`config.mk`:
```
export PLATFORM = sky130hd
export DESIGN_NAME = cordic_io_fifo
export DESIGN_NICKNAME = d
export VERILOG_FILES = /design/src/rtl/cordic_io_fifo.sv
export SDC_FILE = /design/constraint.sdc
export NUM_CORES = 1
export LEC_CHECK = 0
export CAP_MARGIN = 20
export CORE_ASPECT_RATIO = 0.9
export CORE_MARGIN = 3
export CORE_UTILIZATION = 50
export CTS_CLUSTER_DIAMETER = 80
export DETAILED_ROUTE_END_ITERATION = 7
export DONT_BUFFER_PORTS = 1
export GPL_TIMING_DRIVEN = 0
export HOLD_SLACK_MARGIN = 0.12
export PLACE_DENSITY = 0.63
export SLEW_MARGIN = 10
export SYNTH_ARGS = -nofsm -noshare
export SYNTH_HDL_FRONTEND = slang
export SYNTH_SLANG_ARGS = --single-unit
```
`constraint.sdc`:
```
create_clock -name HCLK -period 5 [get_ports HCLK]
set_input_delay 0.25 -clock HCLK [delete_from_list [all_inputs] [get_ports HCLK]]
set_output_delay 0.25 -clock HCLK [all_outputs]
set_load 0.01 [all_outputs]
```
`src/rtl/cordic_io_fifo.sv`:
```
// Buffer and dispatch stage between the CORDIC bus bridge and the CORDIC core.
// Operand words are queued in an input FIFO and sent to the core over a
// ready/valid handshake. Core results are sign-extended and queued in an
// output FIFO. The head of the output FIFO is presented back to the bridge.
// An operand is issued only when a slot is already guaranteed for its result
// (credit = DEPTH - out_count - outstanding), so the output FIFO cannot overflow.
//
// state   | meaning
// S_IDLE  | nothing presented to the core
// S_ISSUE | core_valid high, core_x/core_y hold the input FIFO head

module cordic_io_fifo #(
    parameter int DEPTH        = 4,
    parameter int INPUT_WIDTH  = 16,
    parameter int OUTPUT_WIDTH = 16
) (
    input  logic                    HCLK,
    input  logic                    HRESET,
    input  logic [31:0]             in_interface,
    input  logic                    valid_in_interface,
    input  logic                    rd_pop,
    output logic [31:0]             out_interface,
    output logic                    valid_out_interface,
    output logic                    empty,
    output logic                    ovf,
    output logic [INPUT_WIDTH-1:0]  core_x,
    output logic [INPUT_WIDTH-1:0]  core_y,
    output logic                    core_valid,
    input  logic                    core_ready,
    input  logic [OUTPUT_WIDTH-1:0] core_rx,
    input  logic [OUTPUT_WIDTH-1:0] core_ry,
    input  logic                    core_rvalid
);

    localparam int PW = (DEPTH > 1) ? $clog2(DEPTH) : 1;
    localparam int CW = PW + 1;
    localparam logic [CW-1:0] DEPTH_C = CW'(DEPTH);
    localparam logic [CW:0]   DEPTH_W = (CW+1)'(DEPTH);

    typedef enum logic {S_IDLE, S_ISSUE} state_t;

    state_t                 state_q;
    logic                   core_valid_q;
    logic [INPUT_WIDTH-1:0] core_x_q, core_y_q;

    logic [INPUT_WIDTH-1:0] in_mem_x [DEPTH];
    logic [INPUT_WIDTH-1:0] in_mem_y [DEPTH];
    logic [PW-1:0]          in_wr_q, in_wr_d, in_rd_q, in_rd_d, in_rd_nxt;
    logic [CW-1:0]          in_cnt_q, in_cnt_d;
    logic                   ovf_q;

    logic [31:0]            out_mem [DEPTH];
    logic [PW-1:0]          out_wr_q, out_wr_d, out_rd_q, out_rd_d;
    logic [CW-1:0]          out_cnt_q, out_cnt_d;
    logic [31:0]            out_head_q, out_head_d;

    logic [CW-1:0]          outst_q, outst_d;

    logic                   in_push, issue, rx_acc, out_push, out_pop;
    logic                   credit_ok_q, credit_ok_d;
    logic [31:0]            rx_word;

    assign core_valid          = core_valid_q;
    assign core_x              = core_x_q;
    assign core_y              = core_y_q;
    assign ovf                 = ovf_q;
    assign out_interface       = out_head_q;
    assign valid_out_interface = (out_cnt_q != '0);
    assign empty               = (out_cnt_q == '0);

    // Next-state of both FIFOs, the outstanding counter and the output head.
    always_comb begin
        issue     = core_valid_q && core_ready;
        in_push   = valid_in_interface && (in_cnt_q != DEPTH_C);
        in_rd_nxt = in_rd_q + PW'(1);
        in_wr_d   = in_push ? in_wr_q + PW'(1) : in_wr_q;
        in_rd_d   = issue ? in_rd_nxt : in_rd_q;
        in_cnt_d  = in_cnt_q + CW'(in_push) - CW'(issue);

        rx_acc    = core_rvalid && (outst_q != '0);
        outst_d   = outst_q + CW'(issue) - CW'(rx_acc);
        rx_word   = {16'($signed(core_rx)), 16'($signed(core_ry))};

        out_push  = rx_acc && (out_cnt_q != DEPTH_C);
        out_pop   = rd_pop && (out_cnt_q != '0);
        out_wr_d  = out_push ? out_wr_q + PW'(1) : out_wr_q;
        out_rd_d  = out_pop ? out_rd_q + PW'(1) : out_rd_q;
        out_cnt_d = out_cnt_q + CW'(out_push) - CW'(out_pop);

        credit_ok_q = ({1'b0, out_cnt_q} + {1'b0, outst_q}) < DEPTH_W;
        credit_ok_d = ({1'b0, out_cnt_d} + {1'b0, outst_d}) < DEPTH_W;

        // The new head is the incoming result when nothing older survives the pop.
        out_head_d = '0;
        if (out_cnt_d != '0) begin
            if (out_push && ((out_cnt_q - CW'(out_pop)) == '0)) begin
                out_head_d = rx_word;
            end else begin
                out_head_d = out_mem[out_rd_d];
            end
        end
    end

    // Storage arrays; contents need no reset because counts gate every read.
    always_ff @(posedge HCLK) begin
        if (in_push) begin
            in_mem_x[in_wr_q] <= in_interface[16 +: INPUT_WIDTH];
            in_mem_y[in_wr_q] <= in_interface[0 +: INPUT_WIDTH];
        end
        if (out_push) begin
            out_mem[out_wr_q] <= rx_word;
        end
    end

    // Pointers, counts, outstanding counter, sticky overflow and output head.
    always_ff @(posedge HCLK or posedge HRESET) begin
        if (HRESET) begin
            in_wr_q    <= '0;
            in_rd_q    <= '0;
            in_cnt_q   <= '0;
            out_wr_q   <= '0;
            out_rd_q   <= '0;
            out_cnt_q  <= '0;
            outst_q    <= '0;
            ovf_q      <= 1'b0;
            out_head_q <= '0;
        end else begin
            in_wr_q    <= in_wr_d;
            in_rd_q    <= in_rd_d;
            in_cnt_q   <= in_cnt_d;
            out_wr_q   <= out_wr_d;
            out_rd_q   <= out_rd_d;
            out_cnt_q  <= out_cnt_d;
            outst_q    <= outst_d;
            out_head_q <= out_head_d;
            if (valid_in_interface && !in_push) begin
                ovf_q <= 1'b1;
            end
        end
    end

    // Dispatch FSM: loads the operand on entry and after each accepted issue.
    always_ff @(posedge HCLK or posedge HRESET) begin
        if (HRESET) begin
            state_q      <= S_IDLE;
            core_valid_q <= 1'b0;
            core_x_q     <= '0;
            core_y_q     <= '0;
        end else begin
            case (state_q)
                S_IDLE: begin
                    if ((in_cnt_q != '0) && credit_ok_q) begin
                        state_q      <= S_ISSUE;
                        core_valid_q <= 1'b1;
                        core_x_q     <= in_mem_x[in_rd_q];
                        core_y_q     <= in_mem_y[in_rd_q];
                    end
                end
                S_ISSUE: begin
                    if (core_ready) begin
                        // Back-to-back only when the next entry is already stored.
                        if ((in_cnt_q > CW'(1)) && credit_ok_d) begin
                            core_x_q <= in_mem_x[in_rd_nxt];
                            core_y_q <= in_mem_y[in_rd_nxt];
                        end else begin
                            state_q      <= S_IDLE;
                            core_valid_q <= 1'b0;
                        end
                    end
                end
                default: begin
                    state_q      <= S_IDLE;
                    core_valid_q <= 1'b0;
                end
            endcase
        end
    end

endmodule

```
==> qor.csv <==
metric,value,unit
Setup Buffers After CTS,0,
Worst Path Required,5.38,ns
vias in the first global route,7186,
"Avg Cell Area, Syn",17.4,sq um
commonest register cell after synthesis,edfxtp_1,
critical path arrival,4.98,ns
Initial Utilization,51.1,%
root buf cell,clkbuf_16,
hold slack,0.275,ns
Peak Freq,217,MHz
synth warn,0,
Layout area overhead,19.6,%
grt total ovfl,0,
peak supply drop,0.339,mV
Sink Count,340,
asr flop ratio synth,24.7,%
RSZ-0062 raised after global routing,false,
cell area after layout,0.0155,sq mm
Synth Instances,742,
DP Area,0.0136,sq mm
PortBufs,0,
path depth of the worst reg2reg path,15,
via/cell ratio,5.55,
DRC viols,0,
placed cells,1093,
P_int,0.00712,W
DIE AREA,0.0278,sq mm
layout cells sized above 1,13.8,%
maximum root-to-sink buffer count,3,
Worst-path clk slew,0.06,ns
sequential power share,40.5,%
antenna violations before repair,1,
run status,finished clean,
final slew viol count,0,
slew at the pin closest to its max-slew limit,0.884,ns
CTS H-Tree Depth,2,
average wire per cell in the routed design,21.2,microns
Detailed Place HPWL,16.0,mm
area share of the largest cell type after synthesis,59.4,%
period utilisation layout,92.1,%
number of max-cap violations,0,
total CTS buffers,36,
met1 Use GR,25.4,%
Mapped Nets,836,
Global Route met3 Usage,4.12,%
Rows,55,
critical path startpoint category,flip-flop,
Net Sw Frac,33.9,%
clock skew,0.00930,ns
post-route ant nets,0,
DR iter-0 viols,504,
die height,159,microns
power share of the combinational group,35.2,%
Fillers,1863,
met2 GRT Util,31.4,%
post-synthesis instance area,0.0129,sq mm
Tot GR Track Use,18.9,%
nets,952,
register area share after synthesis,75.7,%
Worst-Skew Late Latency,0.50,ns
routability-driven placement congestion ratio,0.755,
largest net degree at the start of global routing,53,
CP Class,flip-flop to flip-flop,
most used cells in the layout excluding fill and tap cells,"edfxtp_1 (256), mux2i_1 (96), dfrtp_1 (84)",
Min-Delay Path Class,input pin to asynchronous set/reset pin,
Tmin final,4.60,ns
Pre-Repair DR Iteration Count,5,
P_leak,5.74,nW
most used routing layer,met2,
# setup viols final,0,
Fin. Hold Viols,0,
setup_tns,0,ns
die width,176,microns
Psw,0.00366,W
relative slew slack,41.1,%
IO Pins,138,
via count,6800,
Worst Path Max Fanout,10,
Cell variety after synth,42,
Core Area,0.0253,sq mm
"most common cell after layout, fill and taps aside",edfxtp_1,
Yosys reg bits,340,
Final Non-Filler Cells,1226,
Worst setup EP type,flip-flop,
drt total wl,26.0,mm
pwr/cell area,697,mW/mm^2
Synth area leader,edfxtp_1,
Clk pwr share,24.2,%
"EDFF count, synth",256,
CTS tree,yes,
global-route wire length before repair,40.6,mm
Synth area leaders,"edfxtp_1 (59%), dfrtp_1 (16%), mux2i_1 (7.4%)",
logic make-up after synthesis:
group / Yosys count / share of synthesized area [%]
and+or+nand+nor: 70 / 2.58
muxes: 128 / 10.5
DFF: 340 / 75.7
AOI/OAI and AO/OA: 109 / 5.76
buffers and inverters: 60 / 2.14
adders and majority gates: 24 / 2.49
xor gates and xnor gates: 11 / 0.861
power by group through the flow:
| stage | logic [W] | registers, W | clock network (W) |
|---|---|---|---|
| 2_1_floorplan | 0.00272 | 0.00432 | 0 |
| 3_3_place_gp | 0.00352 | 0.00443 | 0 |
| 3_5_place_dp | 0.00373 | 0.00444 | 0 |
| 4_1_cts | 0.00382 | 0.00438 | 0.00267 |
| 5_1_grt | 0.00417 | 0.00444 | 0.00281 |
| 6_report | 0.00380 | 0.00437 | 0.00261 |
worst max-delay path, stage by stage (launching register included):
cell     delay [ns]
dfrtp_1        0.45
or3_1          0.53
and2_1         0.25
ha_1           0.28
inv_1          0.06
ha_1           0.13
inv_1          0.05
fa_1           0.40
xor3_1         0.23
ha_1           0.30
or3_1          0.35
nor4_1         0.46
a21oi_2        0.16
a21oi_4        0.25
buf_6          0.22
mux2_2         0.35
final cells by class:
class | instances | area [sq um] | share of cell area (%)
clock buffers | 48 | 1030 | 6.64
flip-flops and latches | 340 | 9790 | 63.3
plain buffers | 35 | 183 | 1.18
inverters | 25 | 96.3 | 0.623
multi-input cells | 342 | 2890 | 18.7
clock inverters | 15 | 163 | 1.05
repair buffers | 78 | 893 | 5.78
diodes | 1 | 2.50 | 0.0162
well taps | 342 | 428 | 2.77
timing repair:
item                       4_1_cts  5_1_grt
hold endpoints to repair       378        1
gates resized for setup          0        1
hold buffers                    68        1
setup endpoints to repair        0       16
Yosys cell counts (4+ instances only):
master    number
xnor2_1        6
edfxtp_1     256
and2_1         9
buf_6          4
clkbuf_1      23
inv_1         25
o22ai_1       32
ha_1          21
buf_4          5
mux2i_1       96
or3_1          4
nor2_1         5
o221ai_1      32
dfrtp_1       84
mux2_4        10
a21oi_1       34
mux2_2        22
xor2_1         4
nand2_1       37
path summary, 6_finish.rpt:
| check | start | endpoint | slack (ns) |
|---|---|---|---|
| setup / recovery | out_cnt_q[1] | core_y[8] | 0.40 |
| setup reg to reg | out_cnt_q[1] | core_y[8] | 0.40 |
| hold reg to reg | out_rd_q[0] | out_rd_q[0] | 0.52 |
| hold / removal | HRESET | core_x[7] | 0.27 |
| max in group asynchronous | HRESET | out_interface[24] | 4.06 |
| min in group HCLK | core_rvalid | out_interface[0] | 0.44 |
routing by layer:
metal	vias to the layer above	wire length, microns
li1	3098	-
met1	3479	11300
met2	187	12900
met3	36	1390
met4	0	406
met5	-	0
flip-flops by register name (all words and copies together) (netlist names):
register / cells
out_mem: 128
in_mem_x: 64
in_mem_y: 64
out_interface: 32
core_x: 16
core_y: 16
in_cnt_q: 3
out_cnt_q: 3
outst_q: 3
in_rd_q: 2
in_wr_q: 2
out_rd_q: 2
out_wr_q: 2
core_valid: 1
ovf: 1
state_q: 1
per-stage QoR:
stage               worst slack [ns]  util [%]  power (W)
floorplan                      0.861         -    0.00704
global placement               0.427      52.8    0.00795
detailed placement             0.310      53.6    0.00816
CTS                            0.292      61.0     0.0109
global route                   0.127      61.1     0.0114
finish                         0.396      61.1     0.0108
No activity file was read; power rests on OpenSTA's default activity.
